`src/rtl/battle_turn_ctrl.sv`:
```
// rtl/battle_turn_ctrl.sv - two-player battle turn scheduler (optional CRIT_HIT_EN adds doubled-damage crits and a crit output)
module battle_turn_ctrl #(
    parameter logic [7:0] HP_INIT   = 8'd60,
    parameter logic [7:0] LFSR_SEED = 8'hA5
) (
    input  logic       clk,
    input  logic       reset,
    input  logic       start,
    input  logic       p1_valid,
    input  logic [1:0] p1_move,
    output logic       p1_ready,
    input  logic       p2_valid,
    input  logic [1:0] p2_move,
    output logic       p2_ready,
    output logic [1:0] mux_sel,
    input  logic [3:0] mux_dmg,
    input  logic [3:0] mux_accu,
    output logic [7:0] p1_hp,
    output logic [7:0] p2_hp,
    output logic [1:0] last_hit,
    output logic       turn_done,
    output logic       game_over,
    output logic [1:0] winner
`ifdef CRIT_HIT_EN
    ,
    output logic       crit
`endif
);

    typedef enum logic [2:0] {
        IDLE,
        COLLECT,
        ATK1,
        ATK2,
        DONE,
        OVER
    } state_t;

    state_t     state_q, state_d;
    logic [7:0] p1_hp_q, p1_hp_d;
    logic [7:0] p2_hp_q, p2_hp_d;
    logic [1:0] last_hit_q, last_hit_d;
    logic [1:0] winner_q, winner_d;
    logic [7:0] turn_cnt_q, turn_cnt_d;
    logic [7:0] lfsr_q, lfsr_d;
    logic       p1_full_q, p1_full_d;
    logic       p2_full_q, p2_full_d;
    logic [1:0] p1_mv_q, p1_mv_d;
    logic [1:0] p2_mv_q, p2_mv_d;
    logic       p2_first_q, p2_first_d;

    logic       in_atk;
    logic       attacker_p2;
    logic [1:0] atk_move;
    logic [7:0] def_hp;
    logic [3:0] rnd;
    logic       hit;
    logic       crit_hit;
    logic [4:0] dmg;
    logic [7:0] new_hp;
    logic       cap1, cap2;

    // Attack datapath: the second attack of a turn belongs to whoever did not go first.
    always_comb begin
        in_atk      = (state_q == ATK1) || (state_q == ATK2);
        attacker_p2 = (state_q == ATK1) ? p2_first_q : !p2_first_q;
        atk_move    = attacker_p2 ? p2_mv_q : p1_mv_q;
        def_hp      = attacker_p2 ? p1_hp_q : p2_hp_q;
        rnd         = lfsr_q[3:0];
        hit         = (mux_accu == 4'hF) || (rnd < mux_accu);
`ifdef CRIT_HIT_EN
        crit_hit    = hit && (rnd == 4'h0);
`else
        crit_hit    = 1'b0;
`endif
        dmg         = crit_hit ? {mux_dmg, 1'b0} : {1'b0, mux_dmg};
        if (!hit) begin
            new_hp = def_hp;
        end else if (def_hp > {3'b000, dmg}) begin
            new_hp = def_hp - {3'b000, dmg};
        end else begin
            new_hp = 8'd0;
        end
        mux_sel   = in_atk ? atk_move : 2'b00;
        turn_done = (state_q == DONE);
        game_over = (state_q == OVER);
        p1_hp     = p1_hp_q;
        p2_hp     = p2_hp_q;
        last_hit  = last_hit_q;
        winner    = winner_q;
    end

`ifdef CRIT_HIT_EN
    assign crit = in_atk && crit_hit;
`endif

    always_comb begin
        state_d    = state_q;
        p1_hp_d    = p1_hp_q;
        p2_hp_d    = p2_hp_q;
        last_hit_d = last_hit_q;
        winner_d   = winner_q;
        turn_cnt_d = turn_cnt_q;
        lfsr_d     = {lfsr_q[6:0], lfsr_q[7] ^ lfsr_q[5] ^ lfsr_q[4] ^ lfsr_q[3]};
        p1_full_d  = p1_full_q;
        p2_full_d  = p2_full_q;
        p1_mv_d    = p1_mv_q;
        p2_mv_d    = p2_mv_q;
        p2_first_d = p2_first_q;
        p1_ready   = 1'b0;
        p2_ready   = 1'b0;
        cap1       = 1'b0;
        cap2       = 1'b0;

        case (state_q)
            IDLE, OVER: begin
                if (start) begin
                    p1_hp_d    = HP_INIT;
                    p2_hp_d    = HP_INIT;
                    turn_cnt_d = 8'd0;
                    winner_d   = 2'b00;
                    last_hit_d = 2'b00;
                    p1_full_d  = 1'b0;
                    p2_full_d  = 1'b0;
                    state_d    = COLLECT;
                end
            end
            COLLECT: begin
                p1_ready = !p1_full_q;
                p2_ready = !p2_full_q;
                cap1     = p1_valid && p1_ready;
                cap2     = p2_valid && p2_ready;
                if (cap1) begin
                    p1_full_d = 1'b1;
                    p1_mv_d   = p1_move;
                end
                if (cap2) begin
                    p2_full_d = 1'b1;
                    p2_mv_d   = p2_move;
                end
                // A tie on the capture cycle alternates by turn parity.
                if (cap1 && cap2) begin
                    p2_first_d = turn_cnt_q[0];
                end else if (cap1 && !p2_full_q) begin
                    p2_first_d = 1'b0;
                end else if (cap2 && !p1_full_q) begin
                    p2_first_d = 1'b1;
                end
                if ((p1_full_q || cap1) && (p2_full_q || cap2)) begin
                    state_d = ATK1;
                end
            end
            ATK1, ATK2: begin
                if (attacker_p2) begin
                    p1_hp_d       = new_hp;
                    last_hit_d[1] = hit;
                end else begin
                    p2_hp_d       = new_hp;
                    last_hit_d[0] = hit;
                end
                if (new_hp == 8'd0) begin
                    winner_d = attacker_p2 ? 2'b10 : 2'b01;
                    state_d  = OVER;
                end else begin
                    state_d = (state_q == ATK1) ? ATK2 : DONE;
                end
            end
            DONE: begin
                turn_cnt_d = turn_cnt_q + 8'd1;
                p1_full_d  = 1'b0;
                p2_full_d  = 1'b0;
                state_d    = COLLECT;
            end
            default: begin
                state_d = IDLE;
            end
        endcase
    end

    always_ff @(posedge clk) begin
        if (reset) begin
            state_q    <= IDLE;
            p1_hp_q    <= HP_INIT;
            p2_hp_q    <= HP_INIT;
            last_hit_q <= 2'b00;
            winner_q   <= 2'b00;
            turn_cnt_q <= 8'd0;
            lfsr_q     <= LFSR_SEED;
            p1_full_q  <= 1'b0;
            p2_full_q  <= 1'b0;
            p1_mv_q    <= 2'b00;
            p2_mv_q    <= 2'b00;
            p2_first_q <= 1'b0;
        end else begin
            state_q    <= state_d;
            p1_hp_q    <= p1_hp_d;
            p2_hp_q    <= p2_hp_d;
            last_hit_q <= last_hit_d;
            winner_q   <= winner_d;
            turn_cnt_q <= turn_cnt_d;
            lfsr_q     <= lfsr_d;
            p1_full_q  <= p1_full_d;
            p2_full_q  <= p2_full_d;
            p1_mv_q    <= p1_mv_d;
            p2_mv_q    <= p2_mv_d;
            p2_first_q <= p2_first_d;
        end
    end

endmodule
```
`config.mk`:
```
export PLATFORM = sky130hd
export DESIGN_NAME = battle_turn_ctrl
export DESIGN_NICKNAME = d
export VERILOG_FILES = /design/src/rtl/battle_turn_ctrl.sv
export SDC_FILE = /design/constraint.sdc
export NUM_CORES = 1
export LEC_CHECK = 0
export ABC_AREA = 1
export CORE_ASPECT_RATIO = 1.25
export CORE_MARGIN = 2
export CORE_UTILIZATION = 58
export CTS_BUF_LIST = sky130_fd_sc_hd__clkbuf_4 sky130_fd_sc_hd__clkbuf_8
export CTS_CLUSTER_SIZE = 10
export DETAILED_ROUTE_END_ITERATION = 8
export GPL_TIMING_DRIVEN = 0
export PLACE_DENSITY = 0.95
export SETUP_SLACK_MARGIN = 0.5
export SKIP_LAST_GASP = 1
export SYNTH_ARGS = -nofsm -noshare
export SYNTH_HDL_FRONTEND = slang
export SYNTH_SLANG_ARGS = --single-unit
```
`constraint.sdc`:
```
create_clock -name clk -period 6.2 [get_ports clk]
set_clock_uncertainty 0.1 [all_clocks]
set_input_delay 1.24 -clock clk [delete_from_list [all_inputs] [get_ports clk]]
set_output_delay 1.24 -clock clk [all_outputs]
set_load 0.005 [all_outputs]
```
# [Word level (Yosys, flattened, before mapping)]
# Index checks and enable logic that the tools add are counted.
[totals] elab_cells=99 mem_bits_rw=0 rom_bits=0 latchBits=0 memories=0 inputBits=17 register_bits=46
[op_classes] n_div=0 magnitude_cmp=2 n_reduce_logical=31 n_addsub=2 n_mux=35 multipliers=0 eq_ne=13 shift=0 n_bitwise=3
[ops] cell="two-way mux 8 bit" n=7
[ops] cell="one-hot mux 8 bit (2 select lines)" n=3
[ops] cell="AND reduction 3 bit" n=5
[ops] cell="inequality test 2 bit (second input constant)" n=7
[ops] cell="two-way mux 3 bit" n=4
[ops] cell="one-hot mux 3 bit (4 select lines)" n=1
[ops] cell="two-way mux 1 bit" n=11
[ops] cell="two-way mux 2 bit" n=5
[ops] cell="AND reduction 2 bit" n=5
[ops] cell="adder 8 x 1 -> 8 bit (second input constant)" n=1
[ops] cell="> comparator 8 x 4 -> 1 bit" n=1
[ops] cell="logical NOT 8 bit" n=1
[ops] cell="one-hot mux 2 bit (2 select lines)" n=2
[ops] cell="subtractor 8 x 4 -> 8 bit" n=1
[ops] cell="equality test 3 x 2 -> 1 bit (second input constant)" n=2
[ops] cell="equality test 3 bit (second input constant)" n=2
[ops] cell="logical AND 1 bit" n=6
[ops] cell="one-hot mux 1 bit (3 select lines)" n=2
[ops] cell="nonzero test 3 bit" n=2
[ops] cell="equality test 4 bit (second input constant)" n=1
[ops] cell="logical OR 1 bit" n=4
[ops] cell="< comparator 4 bit" n=1
[ops] cell="nonzero test 2 bit" n=2
[ops] cell="OR reduction 2 bit" n=2
[ops] cell="4 further kinds" n=8

# [Longest topological paths before layout]
[depth] depth_word=9 ltp_mapped=26 depth_no_buf=26

# [Worst setup path after synthesis]
# No wires, ideal clock.
[synth_timing] path_kind="input to register" from="in mux_dmg[0]" to="reg winner_q[0], in the netlist winner[0]" arrival_time_ns=2.870 path_slack_ns=3.115 stages=16 t_required_ns=5.985 path_buffers=0 cell_sequence="ha_1 -> fa_1 -> inv_1 -> nand3_1 -> nand3_1 -> o21ai_0 -> nand3_1 -> nor2_2 -> nand3_4 -> nand3_1 -> nand2_2 -> nor2_2 -> nand2_2 -> nand2_2 -> a21oi_1 -> nor2_1"
[synth_via] elab_chain_cells=6 elab_cells_between_ends=7 classes_between="add/sub (1); order compare (1); eq/ne (1); mux (2); reduce/logical (2)"
[synth_lines] element="from (decl)" line="16" rtl="input logic [3:0] mux_dmg,"
[synth_lines] element="subtractor 8 x 4 -> 8 bit / > comparator 8 x 4 -> 1 bit (equally long branches)" line="80, 79"
[synth_lines] element="two-way mux 8 bit *" line="79" rtl="end else if (def_hp > {3'b000, dmg}) begin"
[synth_lines] element="two-way mux 8 bit *" line="77" rtl="if (!hit) begin"
[synth_lines] element="logical NOT 8 bit *" line="161" rtl="if (new_hp == 8'd0) begin"
[synth_lines] element="inequality test 2 bit (no line) *"
[synth_lines] element="AND reduction 3 bit (no line) *"
[synth_lines] element="to (signal assigned)" line="199" rtl="winner_q <= winner_d;"
[synth_lines] element="to (decl)" line="43" rtl="logic [1:0] winner_q, winner_d;"
# Every way passes the cells marked *; elsewhere a longest branch is shown, timed or not.
# A chain may end at the register's enable or synchronous reset.

# [Worst setup path in the final report]
[layout_timing] from="reg state_q[1]" to="reg state_q[2]"
[layout_via] elab_chain_cells=9 elab_cells_between_ends=21 classes_between="add/sub (1); order compare (1); eq/ne (7); mux (7); reduce/logical (5)"
[layout_lines] element="from (decl)" line="39" rtl="state_t state_q, state_d;"
[layout_lines] element="from (signal assigned)" line="195" rtl="state_q <= state_d;"
[layout_lines] element="equality test 3 x 2 -> 1 bit" line="66, 115, 165"
[layout_lines] element="two-way mux 1 bit" line="66" rtl="attacker_p2 = (state_q == ATK1) ? p2_first_q : !p2_first_q;"
[layout_lines] element="two-way mux 8 bit" line="68" rtl="def_hp = attacker_p2 ? p1_hp_q : p2_hp_q;"
[layout_lines] element="subtractor 8 x 4 -> 8 bit / > comparator 8 x 4 -> 1 bit (equally long branches)" line="80, 79"
[layout_lines] element="two-way mux 8 bit" line="79"
[layout_lines] element="two-way mux 8 bit" line="77"
[layout_lines] element="logical NOT 8 bit" line="161"
[layout_lines] element="two-way mux 3 bit" line="161"
[layout_lines] element="one-hot mux 3 bit (4 select lines)" line="115" rtl="case (state_q)"
# Parallel ways exist; a longest one is shown, timed or not.

==> summary.md <==
| Metric | Value |
|---|---|
| Status | finished clean |
| Commonest cells in the netlist | nand2_1, inv_1, dfxtp_1 |
| 1st-iter DRT viols | 160 |
| All-Layer GR Usage | 0.283 |
| Fin crit share | 0.581 |
| PwrDens | 441 nW/um2 |
| Place WS | between 2 and 2.5 ns |
| Worst Path Class, Setup | register to register |
| DRC Markers | 0 |
| HP Class | register to register |
| IO Pins | 43 |
| Sequential share of the synthesized area | 0.346 |
| CP endpoint kind | register |
| DR vias | 2390 |
| Synth cell types | 31 |
| Period minus WS final | 3.60 ns |
| Antenna Nets Post-Route | 0 |
| Mapped Nets | ~360 |
| VDD IR-drop max | between 0.2 and 0.3 mV |
| FP Rows | 25 |
| Post-Route WL | 5.87 mm |
| Area leader, netlist | dfxtp_1 |
| Fill cells | roughly 250 |
| Total grt overflow | 0 |
| Worst slew margin | 0.665 |
| RSZ-0062 raised after global routing | false |
| DR vias/cell | 5.66 |
| Async SR Flop Fraction | 0 |
| Die ar. | 4410 um2 |
| Final WS setup | 2.60 ns |
| Reg clk slew, reported paths | 0.07 ns |
| Final #Nets | 406 |
| XOR/XNOR Fraction of Synth Area | 0.0116 |
| Die H | around 74 um |
| Post-cts resize count | 0 |
| Setup tns final | 0 ns |
| Root buffer cell | clkbuf_8 |
| Bufs and invs on worst path | 5 |
| Slowest CP cell | dfxtp_1 |
| DP Area | around 2700 um2 |
| DRT Pass-1 Iters | 5 |
| Antenna violations before repair | 0 |
| Most frequent cell after synthesis | nand2_1 |
| Finish-stage setup viols | 0 |
| Sink Count | 39 |
| Main combinational cell family by area after synthesis | simple AND/OR/NAND/NOR gates |
| First-pass GRT wire length | 9.55 mm |
| Post-route insts no fill | 422 |
| Top Family by Delay on Critical Path | simple AND/OR/NAND/NOR gates |
| Layout cells sized above 1 | 0.0969 |
| Clk buf depth | 2 |
| Die width | 59.8 um |
| Initial core utilization | 0.601 |
| Total of max-cap violations | 0 |
| Syn avg cell area | slightly below 7 um2 |
| Synth warn | 0 |
| Crit path launch type | register |
| CTS Hold Bufs | 0 |
| GP Congestion | just over 0.9 |
| Worst EP arrival | 3.69 ns |
| CTS Buf Count | 5 |
| Crit path max fanout | 10 |
| WL/cell | 13.9 um |
| Port bufs | slightly above 40 |
| Mux cell area share after synthesis | 0 |
| Largest net degree at the start of global routing | 13 |
| Worst endpoint required time | 6.29 ns |
| Top_reg_cell synth | dfxtp_1 |
| Synth area leaders | dfxtp_1, nand2_1, inv_1, nand3_1, a21oi_1 |
| Synth Area in Simple Gates | 0.377 |
| Post-CTS Setup Repair Bufs | 0 |
| Leakage Power | 1.32 nW |
| Seq cells post-synth | 39 |
| F_max | 278 MHz |
| Final HPWL DP | 4.22 mm |
| Design area | ~2900 um2 |
| Post-Syn Instances | approximately 330 |
| Post-placement cell count | 414 |
| Number of global-route vias before repair | 2231 |
| Post-synthesis compound-gate area fraction | 0.125 |
| Overall power | 1.26 mW |
| Diodes inserted | 0 |
| CORE AREA | 3750 um2 |
| Final Hold Violating Endpoints | 0 |
| Most frequent CP cell | nand2_1 |
| Clock latency at the later pin of the worst-skew pair | 0.29 ns |
| P&R area growth vs syn | 26.4% |
| Yosys top cell area share | 0.346 |
| Worst-margin pin slew | about 0.50 ns |
| Post-Syn Area | approximately 2300 um2 |
| Adder-Cell Fraction of Synth Area | 0.0477 |
| Post-synth EDFFs | 0 |
| TritonCTS clock tree | done |
| Pins Over Slew Limit | 0 |
| Crit-path max cell delay | 0.49 ns |
| CTS H-tree lvls | 2 |
[kinds of logic after synthesis]
group                      Yosys count
buffers and inverters               52
AOI/OAI and AO/OA                   54
and+or+nand+nor                    177
DFF                                 39
adders and majority gates            8
xor gates and xnor gates             3
[where the power goes]
group / leakage (nW) / switching, mW / total, mW / internal, mW
combinational: 0.931 / 0.373 / 0.637 / 0.263
clock: 0.0688 / 0.0892 / 0.254 / 0.165
sequential: 0.322 / 0.0540 / 0.369 / 0.315
[metal layers]
metal | global-route usage | up-vias | share of wire
met5 | 0 | - | 0
met4 | 0.148 | 0 | 0.030
met2 | 0.487 | 103 | 0.51
li1 | - | 1170 | -
met1 | 0.326 | 1094 | 0.40
met3 | 0.0511 | 23 | 0.061
[flip-flops by register name, summed over array words and instances (netlist names)]
register,cells
p2_hp,8
turn_cnt_q,1
p1_full_q,1
p2_full_q,1
state_q,3
last_hit,2
p2_mv_q,2
p1_hp,8
p2_first_q,1
p1_mv_q,2
winner,2
lfsr_q,8
[worst paths after layout]
path / from / end / slack [ns] / cells past startpoint
worst max-delay path: state_q[1] / state_q[2] / 2.60 / 26
worst min-delay path: lfsr_q[6] / lfsr_q[7] / 0.31 / 1
worst max register to register: state_q[1] / state_q[2] / 2.60 / 26
worst min register to register: lfsr_q[6] / lfsr_q[7] / 0.31 / 1
[layout make-up]
class,instances,area (um2),area share
flip-flops and latches,39,781,0.274
multi-input cells,242,1270,0.444
well taps,40,50.0,0.0175
repair buffers,41,410,0.144
plain buffers,8,43.8,0.0153
clock inverters,2,60.1,0.0210
inverters,44,165,0.0579
clock buffers,6,76.3,0.0267
[metrics by stage]
step | hold slack [ns] | utilization
after floorplan | 0.289 | -
after global placement | 0.291 | 0.724
after detailed placement | 0.297 | 0.724
after CTS | 0.314 | 0.760
after global routing | 0.321 | 0.760
final | 0.311 | 0.760
[layout by cell type (no fill, tap or decap), types with 3 or more instances in the layout]
cell / instances
nand2_1: 85
inv_1: 42
clkdlybuf4s50_1: 41
dfxtp_1: 39
nand3_1: 31
nor2_1: 27
a21oi_1: 26
o21ai_0: 22
nand2_2: 8
ha_1: 7
clkbuf_1: 5
clkbuf_8: 5
nand4_1: 4
nand3_2: 3
nor3_1: 3
nor2_2: 3
or2_2: 3
nand3b_1: 3
(Power assumes the default switching activity.)
